--- src/rtl/ongoru_guncelleme_siralayici_pkg.sv ---
// Shared constants and types for the predictor update sequencer.
// Default depth, starvation limit and table index width live here.
package ongoru_guncelleme_siralayici_pkg;

  localparam int VARSAYILAN_DERINLIK     = 4;
  localparam int VARSAYILAN_ACLIK_SINIRI = 8;
  localparam int VARSAYILAN_ADR_W        = 5;
  localparam int PS_W                    = 31;

  typedef struct packed {
    logic [PS_W-1:0] ps;
    logic            btb;
    logic            yon;
  } yuk_t;

  typedef enum logic [1:0] {
    ERISIM_BOS = 2'd0,
    ERISIM_OKU = 2'd1,
    ERISIM_YAZ = 2'd2
  } erisim_e;

  function automatic int sayac_w(input int sinir);
    return $clog2(sinir + 1);
  endfunction

endpackage

--- src/rtl/ongoru_guncelleme_siralayici_if.sv ---
// Update-request, fetch-read and table-write signals of the sequencer.
// slave = sequencer view, master = surrounding pipeline view.
interface ongoru_guncelleme_siralayici_if
  import ongoru_guncelleme_siralayici_pkg::*;
#(
  parameter int ADR_W = VARSAYILAN_ADR_W
);
  logic             yaz_gecerli_i;
  logic             yaz_hazir_o;
  logic [ADR_W-1:0] yaz_adr_i;
  logic [PS_W-1:0]  yaz_ps_i;
  logic             yaz_btb_i;
  logic             yaz_yon_i;
  logic             oku_istek_i;
  logic             oku_izin_o;
  logic             tablo_yaz_o;
  logic [ADR_W-1:0] tablo_adr_o;
  logic [PS_W-1:0]  tablo_ps_o;
  logic             tablo_btb_o;
  logic             tablo_yon_o;

  modport slave (
    input  yaz_gecerli_i, yaz_adr_i, yaz_ps_i, yaz_btb_i, yaz_yon_i, oku_istek_i,
    output yaz_hazir_o, oku_izin_o, tablo_yaz_o, tablo_adr_o, tablo_ps_o,
           tablo_btb_o, tablo_yon_o
  );

  modport master (
    output yaz_gecerli_i, yaz_adr_i, yaz_ps_i, yaz_btb_i, yaz_yon_i, oku_istek_i,
    input  yaz_hazir_o, oku_izin_o, tablo_yaz_o, tablo_adr_o, tablo_ps_o,
           tablo_btb_o, tablo_yon_o
  );
endinterface

--- src/rtl/ongoru_kuyrugu.sv ---
// Circular update queue with head read-out and newest-entry overwrite.
// ONGORU_BIRLESTIRME_EN: a push matching the newest entry's index overwrites it.
module ongoru_kuyrugu
  import ongoru_guncelleme_siralayici_pkg::*;
#(
  parameter int DERINLIK = VARSAYILAN_DERINLIK,
  parameter int ADR_W    = VARSAYILAN_ADR_W
) (
  input  logic             clk_i,
  input  logic             rst_ni,
  input  logic             temizle_i,
  input  logic             it_i,
  input  logic             cek_i,
  input  logic [ADR_W-1:0] adr_i,
  input  yuk_t             yuk_i,
  output logic [ADR_W-1:0] bas_adr_o,
  output yuk_t             bas_yuk_o,
  output logic             bos_o,
  output logic             dolu_o
);

  localparam int IW = $clog2(DERINLIK);

  logic [IW:0]      yaz_ptr, oku_ptr;
  logic [IW-1:0]    yaz_idx, oku_idx, hedef_idx;
  logic [ADR_W-1:0] adr_mem [DERINLIK];
  yuk_t             yuk_mem [DERINLIK];
  logic             kabul, cek_ok, birlestir, yeni;

  assign yaz_idx = yaz_ptr[IW-1:0];
  assign oku_idx = oku_ptr[IW-1:0];
  assign bos_o   = (yaz_ptr == oku_ptr);
  assign dolu_o  = (yaz_ptr[IW] != oku_ptr[IW]) && (yaz_idx == oku_idx);

  // Fullness is judged before any same-cycle pop.
  assign kabul  = it_i & ~dolu_o & ~temizle_i;
  assign cek_ok = cek_i & ~bos_o & ~temizle_i;

`ifdef ONGORU_BIRLESTIRME_EN
  logic [IW-1:0] son_idx;
  logic          tek_girdi;

  assign son_idx   = yaz_idx - IW'(1);
  assign tek_girdi = ((yaz_ptr - oku_ptr) == (IW+1)'(1));
  // The newest entry cannot be rewritten while it is leaving the queue.
  assign birlestir = kabul & ~bos_o & (adr_mem[son_idx] == adr_i) & ~(cek_ok & tek_girdi);
  assign hedef_idx = birlestir ? son_idx : yaz_idx;
`else
  assign birlestir = 1'b0;
  assign hedef_idx = yaz_idx;
`endif

  assign yeni = kabul & ~birlestir;

  always_ff @(posedge clk_i or negedge rst_ni) begin
    if (!rst_ni) begin
      yaz_ptr <= '0;
      oku_ptr <= '0;
    end else if (temizle_i) begin
      yaz_ptr <= '0;
      oku_ptr <= '0;
    end else begin
      if (yeni)   yaz_ptr <= yaz_ptr + (IW+1)'(1);
      if (cek_ok) oku_ptr <= oku_ptr + (IW+1)'(1);
    end
  end

  always_ff @(posedge clk_i) begin
    if (kabul) begin
      adr_mem[hedef_idx] <= adr_i;
      yuk_mem[hedef_idx] <= yuk_i;
    end
  end

  assign bas_adr_o = bos_o ? '0 : adr_mem[oku_idx];
  assign bas_yuk_o = bos_o ? '0 : yuk_mem[oku_idx];

endmodule

--- src/rtl/ongoru_guncelleme_siralayici.sv ---
// Shares the single-ported predictor tables between fetch reads and queued training writes.
// ONGORU_BIRLESTIRME_EN enables newest-entry coalescing inside the queue.
module ongoru_guncelleme_siralayici
  import ongoru_guncelleme_siralayici_pkg::*;
#(
  parameter int DERINLIK     = VARSAYILAN_DERINLIK,
  parameter int ACLIK_SINIRI = VARSAYILAN_ACLIK_SINIRI,
  parameter int ADR_W        = VARSAYILAN_ADR_W
) (
  input  logic                         clk_i,
  input  logic                         rst_ni,
  input  logic                         temizle_i,
  ongoru_guncelleme_siralayici_if.slave bus,
  output logic                         bos_o,
  output logic                         dolu_o
);

  localparam int             AC_W  = sayac_w(ACLIK_SINIRI);
  localparam logic [AC_W-1:0] SINIR = AC_W'(ACLIK_SINIRI);

  logic [AC_W-1:0]  aclik;
  logic             tablo_yaz;
  logic             bos, dolu;
  erisim_e          erisim;
  logic [ADR_W-1:0] bas_adr;
  yuk_t             bas_yuk, giris_yuk;

  assign giris_yuk = '{ps: bus.yaz_ps_i, btb: bus.yaz_btb_i, yon: bus.yaz_yon_i};

  ongoru_kuyrugu #(
    .DERINLIK (DERINLIK),
    .ADR_W    (ADR_W)
  ) u_kuyruk (
    .clk_i     (clk_i),
    .rst_ni    (rst_ni),
    .temizle_i (temizle_i),
    .it_i      (bus.yaz_gecerli_i),
    .cek_i     (tablo_yaz),
    .adr_i     (bus.yaz_adr_i),
    .yuk_i     (giris_yuk),
    .bas_adr_o (bas_adr),
    .bas_yuk_o (bas_yuk),
    .bos_o     (bos),
    .dolu_o    (dolu)
  );

  // Reads win by default; a starved queue steals the port once the limit is hit.
  always_comb begin
    erisim = ERISIM_BOS;
    if (!bos && !temizle_i && (!bus.oku_istek_i || aclik == SINIR))
      erisim = ERISIM_YAZ;
    else if (bus.oku_istek_i)
      erisim = ERISIM_OKU;
  end

  assign tablo_yaz = (erisim == ERISIM_YAZ);

  always_ff @(posedge clk_i or negedge rst_ni) begin
    if (!rst_ni) begin
      aclik <= '0;
    end else if (temizle_i || bos || tablo_yaz) begin
      aclik <= '0;
    end else if (bus.oku_istek_i && aclik != SINIR) begin
      aclik <= aclik + AC_W'(1);
    end
  end

  assign bus.yaz_hazir_o = ~dolu;
  assign bus.oku_izin_o  = (erisim == ERISIM_OKU);
  assign bus.tablo_yaz_o = tablo_yaz;
  assign bus.tablo_adr_o = bas_adr;
  assign bus.tablo_ps_o  = bas_yuk.ps;
  assign bus.tablo_btb_o = bas_yuk.btb;
  assign bus.tablo_yon_o = bas_yuk.yon;
  assign bos_o           = bos;
  assign dolu_o          = dolu;

endmodule

--- src/flat_wrapper.sv ---
// flat-port wrapper written by rule: the top's interface ports become plain ports
module ongoru_guncelleme_siralayici_flat import ongoru_guncelleme_siralayici_pkg::*;
#(
  parameter int DERINLIK     = VARSAYILAN_DERINLIK,
  parameter int ACLIK_SINIRI = VARSAYILAN_ACLIK_SINIRI,
  parameter int ADR_W        = VARSAYILAN_ADR_W
)
  (clk_i, rst_ni, temizle_i, bos_o, dolu_o, bus_yaz_gecerli_i, bus_yaz_adr_i, bus_yaz_ps_i, bus_yaz_btb_i, bus_yaz_yon_i, bus_oku_istek_i, bus_yaz_hazir_o, bus_oku_izin_o, bus_tablo_yaz_o, bus_tablo_adr_o, bus_tablo_ps_o, bus_tablo_btb_o, bus_tablo_yon_o);
  ongoru_guncelleme_siralayici_if #(.ADR_W(ADR_W)) bus_i ();
  input  logic clk_i;
  input  logic rst_ni;
  input  logic temizle_i;
  output logic bos_o;
  output logic dolu_o;
  input wire logic [$bits(bus_i.yaz_gecerli_i)-1:0] bus_yaz_gecerli_i;
  input wire logic [$bits(bus_i.yaz_adr_i)-1:0] bus_yaz_adr_i;
  input wire logic [$bits(bus_i.yaz_ps_i)-1:0] bus_yaz_ps_i;
  input wire logic [$bits(bus_i.yaz_btb_i)-1:0] bus_yaz_btb_i;
  input wire logic [$bits(bus_i.yaz_yon_i)-1:0] bus_yaz_yon_i;
  input wire logic [$bits(bus_i.oku_istek_i)-1:0] bus_oku_istek_i;
  output wire logic [$bits(bus_i.yaz_hazir_o)-1:0] bus_yaz_hazir_o;
  output wire logic [$bits(bus_i.oku_izin_o)-1:0] bus_oku_izin_o;
  output wire logic [$bits(bus_i.tablo_yaz_o)-1:0] bus_tablo_yaz_o;
  output wire logic [$bits(bus_i.tablo_adr_o)-1:0] bus_tablo_adr_o;
  output wire logic [$bits(bus_i.tablo_ps_o)-1:0] bus_tablo_ps_o;
  output wire logic [$bits(bus_i.tablo_btb_o)-1:0] bus_tablo_btb_o;
  output wire logic [$bits(bus_i.tablo_yon_o)-1:0] bus_tablo_yon_o;
  assign bus_i.yaz_gecerli_i = bus_yaz_gecerli_i;
  assign bus_i.yaz_adr_i = bus_yaz_adr_i;
  assign bus_i.yaz_ps_i = bus_yaz_ps_i;
  assign bus_i.yaz_btb_i = bus_yaz_btb_i;
  assign bus_i.yaz_yon_i = bus_yaz_yon_i;
  assign bus_i.oku_istek_i = bus_oku_istek_i;
  assign bus_yaz_hazir_o = bus_i.yaz_hazir_o;
  assign bus_oku_izin_o = bus_i.oku_izin_o;
  assign bus_tablo_yaz_o = bus_i.tablo_yaz_o;
  assign bus_tablo_adr_o = bus_i.tablo_adr_o;
  assign bus_tablo_ps_o = bus_i.tablo_ps_o;
  assign bus_tablo_btb_o = bus_i.tablo_btb_o;
  assign bus_tablo_yon_o = bus_i.tablo_yon_o;
  ongoru_guncelleme_siralayici #(.DERINLIK(DERINLIK), .ACLIK_SINIRI(ACLIK_SINIRI), .ADR_W(ADR_W)) u_core (.clk_i(clk_i), .rst_ni(rst_ni), .temizle_i(temizle_i), .bus(bus_i), .bos_o(bos_o), .dolu_o(dolu_o));
endmodule
--- config.mk ---
export PLATFORM = sky130hd
export DESIGN_NAME = ongoru_guncelleme_siralayici_flat
export DESIGN_NICKNAME = d
export VERILOG_FILES = /design/src/rtl/ongoru_guncelleme_siralayici_pkg.sv /design/src/rtl/ongoru_guncelleme_siralayici_if.sv /design/src/rtl/ongoru_kuyrugu.sv /design/src/rtl/ongoru_guncelleme_siralayici.sv /design/src/flat_wrapper.sv
export SDC_FILE = /design/constraint.sdc
export NUM_CORES = 1
export LEC_CHECK = 0
export BUFFER_PORTS_ARGS = -buffer_cell sky130_fd_sc_hd__buf_2
export CAP_MARGIN = 20
export CORE_MARGIN = 1.5
export CORE_UTILIZATION = 57
export CTS_CLUSTER_DIAMETER = 40
export CTS_CLUSTER_SIZE = 20
export DETAILED_ROUTE_END_ITERATION = 8
export PLACE_DENSITY = 0.86
export SLEW_MARGIN = 10
export SYNTH_ARGS = -nofsm -noshare
export SYNTH_HDL_FRONTEND = slang
export SYNTH_SLANG_ARGS = --single-unit
--- constraint.sdc ---
create_clock -name clk_i -period 7.1 [get_ports clk_i]
set_clock_uncertainty 0.15 [all_clocks]
set_input_delay 0.355 -clock clk_i [delete_from_list [all_inputs] [get_ports clk_i]]
set_output_delay 0.355 -clock clk_i [all_outputs]
set_load 0.005 [all_outputs]
### Word-level counts from Yosys, hierarchy flattened

Memories as Yosys holds them, arrays and structs flattened.
Cells that the tools add are included.

* register bits: 10
* bits in latches: 0
* bits in writable memories: 152
* ROM bits: 0
* bits of input ports: 43
* output and inout port bits: 43
* word-level logic and storage cells: 47
* memories kept: 2

* $add $sub $neg: 3
* multipliers: 0
* div/mod/pow operators: 0
* magnitude comparators: 0
* equality and inequality tests: 7
* shifts and indexed selects: 0
* muxes and demuxes: 12
* bitwise gates (word level): 7
* reductions and logical operators: 13

Memory list
* u_core.u_kuyruk.yuk_mem: depth 4, width 33, rd ports 1, clocked after memory_dff 0, wr ports 1, line ongoru_kuyrugu.sv:27 `yuk_t yuk_mem [DERINLIK];`
* u_core.u_kuyruk.adr_mem: depth 4, width 5, rd ports 1, clocked after memory_dff 0, wr ports 1, line ongoru_kuyrugu.sv:26 `logic [ADR_W-1:0] adr_mem [DERINLIK];`

Operators with widths (number)
* 2-to-1 mux 33 bit: 1
* 2-to-1 mux 3 bit: 4
* 2-to-1 mux 4 bit: 2
* adder 3 x 1 -> 3 bit (second input constant): 2
* nonzero test 2 bit: 3
* 2-to-1 mux 5 bit: 1
* adder 4 x 1 -> 4 bit (second input constant): 1
* bitwise AND 1 bit: 4
* == test 4 bit (second input constant): 1
* logical AND 1 bit: 4
* inequality test 4 bit (second input constant): 1
* == test 3 bit: 1
* logical NOT 1 bit: 3
* logical OR 1 bit: 3
* 2-to-1 mux 1 bit: 3
* NOT 1 bit: 3
* == test 2 x 1 -> 1 bit (second input constant): 1
* == test 2 bit: 1
* == test 2 bit (second input constant): 1
* 2-to-1 mux 2 bit: 1
* inequality test 1 bit: 1

### Logic depth before layout (Yosys ltp)

Gate-level depths: netlist of the first run.

* word-level depth: 10
* mapped depth: 7
* depth with buffers taken out: 6

### Cells and area by module

From an unflattened synthesis of the first run, not the netlist that was laid out.

* cell total of the unflattened synthesis: 328
* area total of the unflattened synthesis: 6550.0 µm²

By module, submodules not included
* ongoru_kuyrugu: instances 1, cells each 306, area an instance 6322.3 µm², sequential area each 4714.5 µm²
* ongoru_guncelleme_siralayici: instances 1, cells each 22, area an instance 227.7 µm², sequential area each 100.1 µm²

### Worst setup path before layout of the first run

OpenSTA, ideal clock, no wires.

* kind: reg2reg
* from: register u_core.u_kuyruk.oku_ptr[0]
* to: memory u_core.u_kuyruk.adr_mem[3][0] (netlist bit), enable pin
* setup time: 0.542 ns
* data arrival time: 5.062 ns
* required time: 6.408 ns
* setup slack: 1.346 ns
* stages on the path, launching flop included: 7
* path buffers: 2
* clock period less this slack: 5.754 ns
* cells stage by stage: dfrtp_1 > buf_2 > xor2_2 > or3_1 > clkbuf_1 > inv_2 > nor4b_1

* word-level cells in the longest chain between the ends: 7

RTL lines
* start: declaration: line ongoru_kuyrugu.sv:24 `logic [IW:0] yaz_ptr, oku_ptr;`
* start signal: assignment: line ongoru_kuyrugu.sv:64 `if (cek_ok) oku_ptr <= oku_ptr + (IW+1)'(1);`
* == test 2 bit: line ongoru_kuyrugu.sv:33 `assign dolu_o = (yaz_ptr[IW] != oku_ptr[IW]) && (yaz_idx == oku_idx);`
* logical AND 1 bit: line ongoru_kuyrugu.sv:33
* NOT 1 bit
* via bus_yaz_hazir_o: line flat_wrapper.sv:21 `output wire logic [$bits(bus_i.yaz_hazir_o)-1:0] bus_yaz_hazir_o;`
* bitwise AND 1 bit (2 in series): line ongoru_kuyrugu.sv:36 `assign kabul = it_i & ~dolu_o & ~temizle_i;`
* 2-to-1 mux 1 bit: line ongoru_kuyrugu.sv:69 `if (kabul) begin`
* 2-to-1 mux 1 bit (implied by the code): line ongoru_kuyrugu.sv:70 `adr_mem[hedef_idx] <= adr_i;`
* end: declaration: line ongoru_kuyrugu.sv:26

The timed path passes the listed nets, and every way through them passes these cells.

### Worst setup path in the final report of the first run

* from: register u_core.u_kuyruk.oku_ptr[1]
* to: output bus_oku_izin_o

* word-level cells in the longest chain between the ends: 6

RTL lines
* == test 3 bit: line ongoru_kuyrugu.sv:32 `assign bos_o = (yaz_ptr == oku_ptr);`
* logical NOT 1 bit: line ongoru_guncelleme_siralayici.sv:50 `if (!bos && !temizle_i && (!bus.oku_istek_i || aclik == SINIR))`
* logical AND 1 bit (2 in series): line ongoru_guncelleme_siralayici.sv:50
* 2-to-1 mux 2 bit: line ongoru_guncelleme_siralayici.sv:50
* == test 2 x 1 -> 1 bit: line ongoru_guncelleme_siralayici.sv:69 `assign bus.oku_izin_o = (erisim == ERISIM_OKU);`
* end: declaration: line flat_wrapper.sv:22 `output wire logic [$bits(bus_i.oku_izin_o)-1:0] bus_oku_izin_o;`

Every way passes these cells.

==> results.py, run 1 <==
metrics = {
    "status": {
        "outcome": "finished clean",
    },
    "final_layout": {
        "syn_to_final_growth_pct": 24.5,
        "final_common_cell": "edfxtp_1",
        "final_area_mm2": 0.00793,
        "antennaDiodeCount": 0,
        "drive_gt1_share_pct": 35.7,
        "layout_common_cells": "edfxtp_1 (152), buf_2 (85), dlygate4sd3_1 (41)",
        "fin_nets": 493,
    },
    "placement": {
        "hpwl_um": 6400,
        "port_buffers": 85,
        "gp_congestion": 0.813,
        "placed_area_mm2": 0.00695,
        "pre_cts_ws_ns": 3.91,
    },
    "timing": {
        "setup_violations": 0,
        "relSlewSlack_pct": 31.4,
        "min_period_over_period_pct": 48.5,
        "fmax_mhz": 291,
        "tns_ns": 0,
        "drv_slew": 0,
        "fin_ws_ns": 3.66,
        "tightest_slew_ns": 1.03,
        "period_needed_ns": 3.44,
        "rsz0062_at_grt": "no",
        "finalHoldViolations": 0,
    },
    "yosys": {
        "synth_seq_cells": 162,
        "synthesis.nets": 359,
        "syn_inst": 309,
        "avgSynthCellArea_um2": 20.6,
        "synth-seq-area-share_pct": 75.6,
        "ys_warn_count": 0,
        "yosys-top-cells-area": "edfxtp_1 (72%), mux4_2 (13%), dfrtp_1 (3.9%), nor2b_1 (3.9%), ha_1 (1.4%)",
        "ys_types": 31,
        "netlist.area_leader.share_pct": 71.7,
        "netlist_area_mm2": 0.00637,
        "yosysTopAreaCell": "edfxtp_1",
    },
    "grt": {
        "grt_pass1_vias": 3492,
        "track_usage_pct": 22.6,
        "antenna_found_initial": 0,
        "globalRouteOverflowTotal": 0,
        "grt_max_degree": 48,
        "grt_pass1_wl_um": 18700,
    },
    "detailed_routing": {
        "avgRoutedWirePerCell_um": 20.2,
        "drt_pre_antenna_iters": 4,
        "drtIter0Drc": 209,
        "drc_errors": 0,
        "finalWirelength_um": 12000,
        "vias_per_cell": 5.53,
        "num_vias": 3296,
        "ant_nets": 0,
    },
    "die": {
        "initial_core_util_pct": 58.5,
        "die_area_mm2": 0.0118,
        "die_h_um": 109,
        "die_x_um": 109,
        "ios": 86,
        "fp-row-count": 38,
        "core-area_mm2": 0.0109,
    },
    "clocking": {
        "cts-root-buf": "clkbuf_8",
        "ctsLongestPathBuffers": 2,
        "cts.sinks": 162,
        "cts_resized": 0,
        "h-tree-depth": 4,
        "cts_tree": "done",
        "clk_latency_ns": 0.53,
        "postCtsSetupBuffers": 0,
        "clk_pin_slew_ns": 0.06,
        "cts_buffers": 17,
    },
    "min_path": {
        "hp-class": "primary input to async pin",
    },
    "worst_setup_path": {
        "path_class": "register to output pin",
        "path_cells": "xor2_1, nor3b_2, buf_4, nor3_1, nor2b_1, buf_2",
        "slowest_delay_ns": 1.04,
        "end_kind": "output pin",
        "crit_slowest_cell": "dfrtp_2",
        "cp.required_ns": 6.59,
        "arrival_ns": 2.94,
        "path_max_fanout": 47,
        "cp_top_family": "flip-flops",
        "critPathLaunchType": "register",
        "path_buf_inv": 2,
    },
    "pwr": {
        "power.density_mw_per_mm2": 289,
        "p_leak_nw": 2.79,
        "ir_drop_mv": 0.216,
    },
    "job": {
        "maxCapViolCount": 0,
    },
}
==> path summary, 6_finish.rpt <==
| check | from | endpoint | slack (ns) | cells past startpoint |
|---|---|---|---|---|
| setup / recovery | u_core.u_kuyruk.oku_ptr[1]$_DFFE_PN0P_ | bus_oku_izin_o | 3.66 | 6 |
| min in group clk_i | bus_oku_istek_i | u_core.u_kuyruk.oku_ptr[1]$_DFFE_PN0P_ | 0.19 | 3 |
| hold / removal | rst_ni | u_core.aclik[0]$_DFFE_PN0P_ | 0.06 | 2 |
| setup reg to reg | u_core.u_kuyruk.oku_ptr[1]$_DFFE_PN0P_ | u_core.u_kuyruk.yuk_mem[2][31]$_DFFE_PP_ | 3.91 | 3 |
| hold reg to reg | u_core.aclik[0]$_DFFE_PN0P_ | u_core.aclik[0]$_DFFE_PN0P_ | 0.34 | 1 |
| max in group asynchronous | rst_ni | u_core.u_kuyruk.oku_ptr[1]$_DFFE_PN0P_ | 6.53 | 2 |
==> where the power goes <==
group	switching, mW	internal, mW	total (mW)
Sequential	0.0181	1.08	1.10
Clock	0.341	0.528	0.869
Combinational	0.160	0.165	0.325
==> sequential cells by signal, indices dropped and copies added (netlist names) <==
name                     flops
u_core.u_kuyruk.oku_ptr      3
u_core.aclik                 4
u_core.u_kuyruk.yuk_mem    132
u_core.u_kuyruk.yaz_ptr      3
u_core.u_kuyruk.adr_mem     20
==> layout make-up <==
cell class,count,area [µm²]
timing repair buffer,131,873
tap,140,175
inverter,9,33.8
sequential,162,4820
clock buffer,19,422
clock inverter,13,141
fill,625,2960
multi-input combinational,122,1460
==> synth_stat cells <==
library cell and n:
inv_1 6, o31ai_2 1, buf_1 1, xnor2_1 3
buf_2 12, nor2b_1 40, nor2_1 5, nor3b_1 2
o21ai_1 1, o31ai_1 1, xor2_1 2, ha_1 7
nand3_1 2, a21oi_1 4, nor3_1 1, o21ai_0 2
xor2_2 1, clkinv_1 1, clkbuf_1 3, nor4b_1 1
or4_1 1, nand2_1 2, mux4_2 38, o21a_1 1
inv_2 2, or3b_1 1, o41ai_1 1, and4b_1 2
or3_1 3, dfrtp_1 10, edfxtp_1 152
==> cells by family after synthesis <==
group           after synthesis  share of synthesized area [%]
xor+xnor                      6                          0.943
simple gates                 60                           5.82
fa+ha+maj                     7                           1.38
buf+inv                      25                           1.71
mux                          38                           13.4
compound gates               11                           1.12
flops                       162                           75.6
==> per-layer routing <==
metal  track usage (%)  vias to the layer above  share of wire (%)
met5                 0                        -                  0
met4              9.87                        0                1.9
met3              5.92                       16                5.8
met2              37.5                      118                 54
met1              28.3                     1667                 39
li1                  -                     1495                  -
==> metrics by stage <==
step | power (mW) | instances | utilization [%] | hold WS [ns]
after floorplan | 1.30 | 309 | - | -0.0906
after CTS | 2.31 | 596 | 72.8 | 0.0371
after global placement | 1.41 | 523 | 63.9 | 0.0716
after detailed placement | 1.42 | 523 | 63.9 | 0.0763
after global routing | 2.37 | 596 | 72.8 | 0.0812
final | 2.29 | 596 | 72.8 | 0.0626
==> repair_timing <==
action | CTS | global route
setup endpoints to repair | 0 | 0
hold buffers | 41 | 0
endpoints found under the hold margin | 164 | 0
Note: power is estimated with default switching activity, not from simulation.
==> run 2: changes to the inputs <==
==> constraint.sdc (replaced) <==
create_clock -name clk_i -period 3.31 [get_ports clk_i]
set_clock_uncertainty 0.15 [all_clocks]
set_input_delay 0.1655 -clock clk_i [delete_from_list [all_inputs] [get_ports clk_i]]
set_output_delay 0.1655 -clock clk_i [all_outputs]
set_load 0.005 [all_outputs]
==> results.py, run 2 (synthesized netlist as in run 1, its figures left out) <==
metrics = {
    "status": {
        "outcome": "finished clean",
    },
    "placement": {
        "gp_congestion": 0.718,
        "pre_cts_ws_ns": 0.731,
        "port_buffers": 85,
        "placed_area_mm2": 0.00699,
        "hpwl_um": 6580,
    },
    "timing": {
        "hold-worst-slack_ns": 0.218,
        "finalHoldViolations": 0,
        "min_period_over_period_pct": 85.7,
        "period_needed_ns": 2.84,
        "fmax_mhz": 352,
        "rsz0062_at_grt": "no",
        "tightest_slew_ns": 1.06,
        "drv_slew": 0,
        "setup_violations": 0,
        "fin_ws_ns": 0.473,
        "relSlewSlack_pct": 29.3,
        "tns_ns": 0,
    },
    "pwr": {
        "power.density_mw_per_mm2": 619,
        "p_leak_nw": 2.82,
        "pwr-share-clk_pct": 37.9,
        "combPwrFrac_pct": 14.9,
        "p_total_mw": 4.95,
        "p_int_mw": 3.81,
        "power_frac_seq_pct": 47.2,
        "p_sw_mw": 1.14,
        "ir_drop_mv": 0.482,
        "swShare_pct": 23.0,
    },
    "detailed_routing": {
        "drc_errors": 0,
        "num_vias": 3383,
        "vias_per_cell": 5.63,
        "ant_nets": 0,
        "drt_pre_antenna_iters": 4,
        "drtIter0Drc": 234,
        "avgRoutedWirePerCell_um": 20.5,
        "finalWirelength_um": 12300,
    },
    "worst_setup_path": {
        "critPathLaunchType": "register",
        "cp.required_ns": 2.99,
        "cp_top_family": "buffers and inverters",
        "path_cells": "buf_4, mux4_2, nor2b_1, buf_2",
        "crit_slowest_cell": "buf_4",
        "path_buf_inv": 2,
        "path_max_fanout": 41,
        "end_kind": "output pin",
        "path_class": "register to output pin",
        "slowest_delay_ns": 0.62,
        "arrival_ns": 2.52,
    },
    "final_layout": {
        "antennaDiodeCount": 0,
        "drive_gt1_share_pct": 36.7,
        "top_regs": "u_core.u_kuyruk.yuk_mem x132, u_core.u_kuyruk.adr_mem x20, u_core.aclik x4",
        "largest_reg_flops": 132,
        "final_area_mm2": 0.00800,
        "final_common_cell": "edfxtp_1",
        "n_fill_cell": 592,
        "layout_common_cells": "edfxtp_1 (152), buf_2 (85), dlygate4sd3_1 (44)",
        "syn_to_final_growth_pct": 25.6,
        "largest-register": "u_core.u_kuyruk.yuk_mem",
        "fin_nets": 499,
    },
    "clocking": {
        "clk_pin_slew_ns": 0.06,
        "clk_latency_ns": 0.53,
        "h-tree-depth": 4,
        "cts-root-buf": "clkbuf_8",
        "cts_buffers": 17,
        "cts.sinks": 162,
        "postCtsSetupBuffers": 0,
        "ctsHoldBuffers": 44,
        "ctsLongestPathBuffers": 2,
        "cts_resized": 0,
        "cts_tree": "done",
    },
    "grt": {
        "grt_max_degree": 42,
        "grt_pass1_wl_um": 18900,
        "track_usage_pct": 22.9,
        "grt_pass1_vias": 3460,
        "antenna_found_initial": 0,
        "globalRouteOverflowTotal": 0,
    },
    "job": {
        "maxCapViolCount": 0,
    },
    "die": {
        "die_h_um": 109,
        "ios": 86,
        "core-area_mm2": 0.0109,
        "die_x_um": 109,
        "initial_core_util_pct": 58.5,
        "die_area_mm2": 0.0118,
        "fp-row-count": 38,
    },
    "min_path": {
        "hp-class": "primary input to register",
    },
}
run 2: worst paths after layout:
check                                                  startpoint                                       end  slack (ns)  cells past startpoint
setup / recovery           u_core.u_kuyruk.oku_ptr[0]$_DFFE_PN0P_                        bus_tablo_ps_o[20]        0.47                      4
hold / removal                                   bus_yaz_adr_i[1]   u_core.u_kuyruk.adr_mem[0][1]$_DFFE_PP_        0.22                      2
setup reg to reg           u_core.u_kuyruk.yaz_ptr[1]$_DFFE_PN0P_  u_core.u_kuyruk.yuk_mem[1][28]$_DFFE_PP_        0.68                      3
hold reg to reg                       u_core.aclik[0]$_DFFE_PN0P_               u_core.aclik[0]$_DFFE_PN0P_        0.35                      1
max in group asynchronous                                  rst_ni    u_core.u_kuyruk.oku_ptr[0]$_DFFE_PN0P_        2.13                      3
min in group asynchronous                                  rst_ni    u_core.u_kuyruk.oku_ptr[0]$_DFFE_PN0P_        0.52                      3
run 2: metrics by stage:
stage,cells,utilization (%)
4_1_cts,601,73.5
3_3_place_gp,526,64.2
3_5_place_dp,526,64.2
6_report,601,73.5
2_1_floorplan,309,-
5_1_grt,601,73.5
run 2: area by class of cell:
cell class / instances / area [µm²] / share of cell area, %
inverters: 9 / 33.8 / 0.422
clock inverters: 11 / 139 / 1.74
clock buffers: 20 / 425 / 5.32
well taps: 140 / 175 / 2.19
multi-input cells: 122 / 1480 / 18.5
repair buffers: 137 / 926 / 11.6
flip-flops and latches: 162 / 4820 / 60.3
run 2: power by group through the flow:
stage | logic (mW) | registers (mW) | clock network [mW]
final | 0.739 | 2.33 | 1.88
after global routing | 0.806 | 2.34 | 1.98
after CTS | 0.742 | 2.33 | 1.89
after detailed placement | 0.696 | 2.38 | 0
after global placement | 0.683 | 2.37 | 0
after floorplan | 0.427 | 2.37 | 0
run 2: metal layers:
metal,track usage [%],wire [µm],vias up,part of all wire [%]
li1,-,-,1509,-
met1,29.6,5020,1720,41
met2,37.2,6350,128,52
met3,5.74,652,26,5.3
met4,10.2,284,0,2.3
met5,0,0,-,0
==> run 3: changes to the inputs <==
--- a/config.mk
+++ b/config.mk
@@ -8,11 +8,12 @@
 export BUFFER_PORTS_ARGS = -buffer_cell sky130_fd_sc_hd__buf_2
 export CAP_MARGIN = 20
 export CORE_MARGIN = 1.5
-export CORE_UTILIZATION = 57
+export CORE_UTILIZATION = 35
 export CTS_CLUSTER_DIAMETER = 40
 export CTS_CLUSTER_SIZE = 20
 export DETAILED_ROUTE_END_ITERATION = 8
-export PLACE_DENSITY = 0.86
+export PLACE_DENSITY = 0.6
+export SETUP_SLACK_MARGIN = 0.5
 export SLEW_MARGIN = 10
 export SYNTH_ARGS = -nofsm -noshare
 export SYNTH_HDL_FRONTEND = slang
==> results.py, run 3 (synthesized netlist as in run 1, its figures left out) <==
metrics = {
    "final_layout": {
        "top_regs": "u_core.u_kuyruk.yuk_mem x132, u_core.u_kuyruk.adr_mem x20, u_core.aclik x4",
        "syn_to_final_growth_pct": 28.1,
        "largest-register": "u_core.u_kuyruk.yuk_mem",
        "instances_no_fill": 689,
        "drive_gt1_share_pct": 37.2,
        "largest_reg_flops": 132,
        "final_common_cell": "edfxtp_1",
        "antennaDiodeCount": 0,
        "fin_nets": 497,
        "layout_common_cells": "edfxtp_1 (152), buf_2 (85), dlygate4sd3_1 (42)",
        "final_core_util_pct": 45.6,
    },
    "worst_setup_path": {
        "slowest_delay_ns": 0.62,
        "path_class": "register to output pin",
        "cp.required_ns": 2.99,
        "crit_slowest_cell": "mux4_2",
        "path_buf_inv": 2,
        "arrival_ns": 2.23,
        "end_kind": "output pin",
        "path_cells": "buf_6, mux4_2, nor2b_1, buf_2",
        "path_max_fanout": 41,
        "cp_top_family": "buffers and inverters",
        "critPathLaunchType": "register",
    },
    "pwr": {
        "pwr-share-clk_pct": 38.7,
        "p_leak_nw": 2.84,
        "ir_drop_mv": 0.413,
        "p_total_mw": 5.02,
        "power_frac_seq_pct": 46.4,
        "p_int_mw": 3.88,
        "power.density_mw_per_mm2": 615,
        "swShare_pct": 22.8,
        "p_sw_mw": 1.15,
        "combPwrFrac_pct": 14.9,
    },
    "clocking": {
        "h-tree-depth": 4,
        "clk_pin_slew_ns": 0.06,
        "clk_latency_ns": 0.40,
        "ctsLongestPathBuffers": 2,
        "cts.sinks": 162,
        "cts_tree": "done",
        "cts-root-buf": "clkbuf_16",
        "cts_buffers": 17,
    },
    "detailed_routing": {
        "finalWirelength_um": 12200,
        "drtIter0Drc": 172,
        "avgRoutedWirePerCell_um": 17.7,
        "ant_nets": 0,
        "vias_per_cell": 4.70,
        "num_vias": 3240,
        "drc_errors": 0,
        "drt_pre_antenna_iters": 4,
    },
    "grt": {
        "grt_max_degree": 48,
        "antenna_found_initial": 0,
        "grt_pass1_vias": 3373,
        "globalRouteOverflowTotal": 0,
        "track_usage_pct": 13.7,
        "grt_pass1_wl_um": 18800,
    },
    "timing": {
        "fin_ws_ns": 0.761,
        "drv_slew": 0,
        "setup_violations": 0,
        "rsz0062_at_grt": "no",
        "min_period_over_period_pct": 77.0,
        "relSlewSlack_pct": 58.6,
        "finalHoldViolations": 0,
        "period_needed_ns": 2.55,
        "tightest_slew_ns": 0.622,
        "fmax_mhz": 392,
        "tns_ns": 0,
    },
    "die": {
        "die_h_um": 138,
        "fp-row-count": 49,
        "initial_core_util_pct": 35.6,
        "die_area_mm2": 0.0190,
        "ios": 86,
        "die_x_um": 138,
        "core-area_mm2": 0.0179,
    },
    "placement": {
        "gp_congestion": 0.689,
        "dp_cells": 613,
        "hpwl_um": 6970,
        "port_buffers": 85,
        "pre_cts_ws_ns": 0.730,
    },
    "status": {
        "outcome": "finished clean",
    },
    "job": {
        "maxCapViolCount": 0,
    },
    "min_path": {
        "hp-class": "primary input to async pin",
    },
}
run 3: cell count changes in the layout (fill, tap and decap cells not counted), moves of 2 or more:
cell,delta
buf_4,-4
buf_12,+3
clkinv_4,+2
dlygate4sd3_1,-2
inv_6,+2
run 3: metal layers:
metal	GRT usage (%)	part of all wire (%)	vias to the layer above
li1	-	-	1504
met1	17.4	45	1658
met2	23.2	50	67
met3	3.00	3.7	11
met4	5.21	1.2	0
met5	0	0	-
run 3: what timing repair did:
item	4_1_cts	5_1_grt
gates resized for setup	1	0
hold buffers	42	0
setup buffers	0	0
endpoints found under the hold margin	167	0
endpoints found under the setup margin	3	0
run 3: worst paths after layout:
| path | startpoint | end | slack, ns | depth (start not counted) |
|---|---|---|---|---|
| max | u_core.u_kuyruk.oku_ptr[0]$_DFFE_PN0P_ | bus_tablo_ps_o[1] | 0.76 | 4 |
| min | rst_ni | u_core.aclik[3]$_DFFE_PN0P_ | 0.005 | 2 |
| max reg2reg | u_core.u_kuyruk.yaz_ptr[1]$_DFFE_PN0P_ | u_core.u_kuyruk.yuk_mem[0][3]$_DFFE_PP_ | 0.98 | 4 |
| min reg2reg | u_core.aclik[0]$_DFFE_PN0P_ | u_core.aclik[0]$_DFFE_PN0P_ | 0.37 | 1 |
| max in group asynchronous | rst_ni | u_core.u_kuyruk.oku_ptr[0]$_DFFE_PN0P_ | 2.78 | 2 |
| min in group clk_i | bus_oku_istek_i | u_core.u_kuyruk.oku_ptr[1]$_DFFE_PN0P_ | 0.13 | 3 |
run 3: power by group through the flow:
stage | logic [mW] | registers [mW] | clock network, mW
after global placement | 0.724 | 2.37 | 0
after global routing | 0.833 | 2.33 | 2.08
after floorplan | 0.432 | 2.37 | 0
final | 0.749 | 2.33 | 1.94
after detailed placement | 0.729 | 2.37 | 0
after CTS | 0.773 | 2.33 | 1.99
run 3: layout make-up:
class	count	area [µm²]
fill	1581	9740
sequential	162	4820
multi-input combinational	122	1480
timing repair buffer	135	947
clock buffer	20	437
tap	229	287
clock inverter	12	158
inverter	9	33.8
run 3: stage by stage:
step                      instance area (µm²)  hold WS, ns
final                                    8160      0.00518
after CTS                                8120      0.00831
after floorplan                          6400       -0.280
after global placement                   7100       -0.114
after global routing                     8160       0.0238
after detailed placement                 7100       -0.108
